===== config.mk =====
export PLATFORM = sky130hd
export DESIGN_NAME = kmeans_reg_file
export DESIGN_NICKNAME = d
export VERILOG_FILES = /design/src/rtl/kmeans_reg_file.sv
export SDC_FILE = /design/constraint.sdc
export NUM_CORES = 2
export LEC_CHECK = 0
export ABC_AREA = 1
export BUFFER_PORTS_ARGS = -buffer_cell sky130_fd_sc_hd__buf_2
export CAP_MARGIN = 20
export CORE_MARGIN = 5
export CORE_UTILIZATION = 45
export DETAILED_ROUTE_END_ITERATION = 10
export PLACE_DENSITY_LB_ADDON = 0.1
export RECOVER_POWER = 50
export SKIP_CTS_REPAIR_TIMING = 1
export SLEW_MARGIN = 20
export SYNTH_ARGS = -nofsm -noshare
export SYNTH_HDL_FRONTEND = slang
export SYNTH_SLANG_ARGS = --single-unit

===== constraint.sdc =====
create_clock -name clk -period 14.1 [get_ports clk]
set_clock_uncertainty 0.05 [all_clocks]
set_input_delay 2.82 -clock clk [delete_from_list [all_inputs] [get_ports clk]]
set_output_delay 2.82 -clock clk [all_outputs]
set_load 0.03 [all_outputs]

===== src/rtl/kmeans_reg_file.sv =====
// kmeans_reg_file
//   Configuration and status register file for the k-means accelerator.
//   It sits between an APB master and the clustering core, and it forwards
//   APB-staged data words to the external 512x91 point RAM.
//
// Ports
//   clk, rst                 clock (rising edge), synchronous active-high reset
//   paddr/pwrite/psel/
//   penable/pwdata           APB request (zero wait states)
//   prdata, pready           APB response (prdata is combinational)
//   reg_num/reg_write/
//   reg_write_data           core-side register write port
//   interupt, go_core        completion interrupt, core start
//   w_r_ram_n, data2core,
//   address2core,
//   out_en_ram_n,
//   chip_select_ram_n        point RAM write strobe and bus (active-low controls)
//   first/last_ram_address_out,
//   threshold_value          configuration exported to the core
//
// Register map
//   0 internal_status  1 go  2..9 cent_1..cent_8  10 ram_addr  11 ram_data
//   12 first_ram_addr  13 last_ram_addr  14 threshold  (15+ unmapped)

module kmeans_reg_file #(
  parameter int addrWidth    = 9,
  parameter int dataWidth    = 91,
  parameter int reg_amount   = 4,
  parameter int ram_word_len = 50
) (
  input  logic                  clk,
  input  logic                  rst,
  input  logic [addrWidth-1:0]  paddr,
  input  logic                  pwrite,
  input  logic                  psel,
  input  logic                  penable,
  input  logic [dataWidth-1:0]  pwdata,
  output logic [dataWidth-1:0]  prdata,
  output logic                  pready,
  input  logic [reg_amount-1:0] reg_num,
  input  logic                  reg_write,
  input  logic [dataWidth-1:0]  reg_write_data,
  output logic                  interupt,
  output logic                  go_core,
  output logic                  w_r_ram_n,
  output logic [dataWidth-1:0]  data2core,
  output logic [addrWidth-1:0]  address2core,
  output logic                  out_en_ram_n,
  output logic                  chip_select_ram_n,
  output logic [addrWidth-1:0]  first_ram_address_out,
  output logic [addrWidth-1:0]  last_ram_address_out,
  output logic [dataWidth-1:0]  threshold_value
);

  localparam int NumRegs    = 15;
  localparam int StatusIdx  = 0;
  localparam int GoIdx      = 1;
  localparam int RamAddrIdx = 10;
  localparam int RamDataIdx = 11;
  localparam int FirstIdx   = 12;
  localparam int LastIdx    = 13;
  localparam int ThreshIdx  = 14;

  logic [dataWidth-1:0] r_regs [NumRegs];
  logic [dataWidth-1:0] w_next [NumRegs];

  logic                 w_apb_wr;
  logic                 w_core_done;
  logic                 w_ram_wr;
  logic                 r_ram_strobe;
  logic [dataWidth-1:0] r_data2core;
  logic [addrWidth-1:0] r_addr2core;

  assign w_apb_wr    = psel & penable & pwrite;
  assign w_core_done = reg_write && (reg_num == reg_amount'(StatusIdx)) && reg_write_data[0];
  assign w_ram_wr    = w_apb_wr && (paddr == addrWidth'(RamDataIdx));

  // Core writes override a same-cycle APB write; go is owned by APB, and the
  // core can only clear it by reporting completion through internal_status.
  always_comb begin
    for (int i = 0; i < NumRegs; i++) begin
      w_next[i] = r_regs[i];
      if (w_apb_wr && (paddr == addrWidth'(i)))
        w_next[i] = pwdata;
      if (reg_write && (reg_num == reg_amount'(i)) && (i != GoIdx))
        w_next[i] = reg_write_data;
    end
    if (w_core_done)
      w_next[GoIdx] = '0;
  end

  always_ff @(posedge clk) begin
    if (rst) begin
      for (int i = 0; i < NumRegs; i++)
        r_regs[i] <= '0;
      r_ram_strobe <= 1'b0;
      r_data2core  <= '0;
      r_addr2core  <= '0;
    end else begin
      for (int i = 0; i < NumRegs; i++)
        r_regs[i] <= w_next[i];
      r_ram_strobe <= w_ram_wr;
      // Capture the post-write values so the RAM bus shows the word in the
      // cycle right after the APB access edge and then holds it.
      if (w_ram_wr) begin
        r_data2core <= w_next[RamDataIdx];
        r_addr2core <= w_next[RamAddrIdx][addrWidth-1:0];
      end
    end
  end

  always_comb begin
    prdata = '0;
    if (psel && !pwrite && (paddr < addrWidth'(NumRegs)))
      prdata = r_regs[paddr[3:0]];
  end

  assign pready                = 1'b1;
  assign interupt              = r_regs[StatusIdx][0];
  assign go_core               = r_regs[GoIdx][0];
  assign w_r_ram_n             = ~r_ram_strobe;
  assign chip_select_ram_n     = ~r_ram_strobe;
  assign data2core             = r_data2core;
  assign address2core          = r_addr2core;
  // Read enable belongs to the core-side mux; a macro always has positive
  // width, so this stays high.
  assign out_en_ram_n          = (ram_word_len > 0);
  assign first_ram_address_out = r_regs[FirstIdx][addrWidth-1:0];
  assign last_ram_address_out  = r_regs[LastIdx][addrWidth-1:0];
  assign threshold_value       = r_regs[ThreshIdx];

endmodule


==> reports/qor.yml <==
post-route-util: 0.4962
mostFrequentLayoutCells: "nand2_1, nor2_1, o21ai_0"
slew_headroom: -2.368
postSynthAreaPerCell_um2: 7.445
finalCritPeriodShare: 0.8520
dp.cells: 11860
final_cell_area_um2: 82700
ir_drop_mv: 0.1044
rr_worst_depth: 6
ys_ff_latch: 1466
endpoint_kind: "flip-flop"
clock_sinks: 1466
clk_latency_ps: 850
synth_cell_types: 28
yosys-top-cells-area: "edfxtp_1, dfxtp_1, nand2_1"
dr.pass1.iters: 9
worstHoldPathType: "flip-flop to flip-flop"
syn_area_um2: 75140
grt_antenna_before_repair: 39
worstPathArrival_ps: 12710
final-hold-violation-count: 0
multi_input_area_um2: 32110
timing.fmax_mhz: 83.24
fp.dieH_um: 418.6
vias_per_cell: 6.404
finalSetupTns_ps: 0
clk_path_buf_depth: 3
min_to: "r_regs[1][84]$_SDFFE_PP0P_"
crit_buf_inv: 4
reg2reg_slack_ps: 12680
reg2reg_to: "data2core[89]$_SDFFE_PP0P_"
stdcell_count: 12210
area_growth_pct: 10.06
max_cap_viol_count: 26
dpl_cell_area_um2: 77500
hp-start: "r_regs[1][84]$_SDFFE_PP0P_"
netlist.area_leader.share: 0.2909
layout.nets: 10030
grtUsageTotal: 0.3956
post-route-drc-count: 0
min_period_ps: 12010
wl_um: 362000
gp_congestion: 0.8734
htree_levels: 4
cp_cell_sequence: "clkbuf_1 > buf_4 > nand3_4 > nand2_1 > clkbuf_1 > buf_4 > o21ai_0 > nor2_1"
grt_pass1_vias: 72320
layout_commonest_cell: "nand2_1"
yosysTopAreaCell: "edfxtp_1"
slew_viol_final: 1261
leakagePower_nw: 34.06
yosysWarnings: 0
die_x_um: 418.6
outcome: "finished with violations"
tightest_slew_ps: 5053
dpl.hpwl_um: 194900
grt_overflow: 0
grt_pass1_wl_um: 514600
vias: 78180
setup_viol: 0
criticalPathCategory: "input port to flip-flop"
whs_path_depth: 2
ant_nets: 0
crit_family: "buffers and inverters"
avgRoutedWirePerCell_um: 29.66
layout-drive-gt1-share: 0.06986
core-area_um2: 166700
cp_max_fo: 69
critPathRequiredTime_ps: 14790
drtIter0Drc: 12280
synthCells: 10090
start_util: 0.4509
cpMaxStageDelayCell: "clkbuf_1"
fillerInstances: 16370
ys_seq_area_frac: 0.4875
max_stage_delay_ps: 3340
root_buffer: "clkbuf_16"
p_per_area_nw_per_um2: 123.5
grt_max_degree: 186
row_count: 150
violations: "max-capacitance violations, max-slew violations"
regArea_um2: 36640
port_buffers: 504
start_kind: "input port"
rsz0062_at_grt: "no"
dieArea_um2: 175300
cts_tree: "built"
io_pins: 507
clkTransAtPathRegs_ps: 60
cts_inserted_buffers: 168
reg2reg_from: "r_regs[11][89]$_SDFF_PP0_"
kinds of logic after synthesis:
family,after synthesis,synth area share
buffers and inverters,1661,0.08867
other,1,0.00004991
flip-flops,1466,0.4875
AND/OR/NAND/NOR,4287,0.2309
AO/OA/AOI/OAI,2678,0.1929
worst min-delay path: stages, from the launching register on:
cell      delay [ps]
dfxtp_1          310
inv_1             50
a211oi_1          60
worst max-delay path by stage:
stage                    from                         end  slack, ps  cells past startpoint
floorplan            paddr[1]                  prdata[53]       6900                     10
global placement     paddr[1]                  prdata[73]       4760                      9
global route        reg_write  r_regs[0][35]$_SDFFE_PP0P_       2380                      8
CTS                  paddr[1]                  prdata[72]       4760                      9
detailed placement   paddr[1]                  prdata[72]       4770                      9
finish              reg_write  r_regs[0][38]$_SDFFE_PP0P_       2090                      8
power by group:
group	leakage (nW)	switching (mW)	internal [mW]
combinational	18.4	0.756	0.214
sequential	12.9	0.0610	4.63
clock	2.73	1.92	2.63
synth_stat cells, drive strengths merged:
library cell,instances
nand2,2297
nor2,1216
o21ai,1128
a21oi,829
dfxtp,738
edfxtp,728
clkbuf,664
inv,608
o22ai,600
nand3,513
buf,388
nand4,210
a211oi,91
nor3,49
o221ai,29
or2,2
clkinv,1
conb,1
o31ai,1
cell type report:
cell class	count	area share
Antenna cell	27	0.0008170
Inverter	609	0.02837
Clock buffer	259	0.06020
Sequential cell	1466	0.4430
Multi-Input combinational cell	6967	0.3882
Clock inverter	58	0.007383
Tap cell	2204	0.03334
Timing Repair Buffer	618	0.03868
metrics by stage:
step	hold slack (ps)	setup slack, ps	total power [mW]
after floorplan	383.9	6903	5.318
final	408.2	2087	10.21
after detailed placement	394.7	4769	5.704
after global placement	393.8	4755	5.691
after CTS	407.1	4762	10.16
after global routing	422.4	2378	10.43
routing by layer:
| layer | vias up | routed length (um) | GRT usage |
|---|---|---|---|
| met1 | 37060 | 131600 | 0.5095 |
| met3 | 1272 | 46990 | 0.09381 |
| met5 | - | 89 | 0 |
| li1 | 33620 | - | - |
| met2 | 6214 | 156900 | 0.6003 |
| met4 | 14 | 26490 | 0.2483 |
sequential cells by signal, indices dropped and copies added (netlist names):
name	cells
r_regs	1365
data2core	91
address2core	9
r_ram_strobe	1
Note: power is estimated with default switching activity, not from simulation.
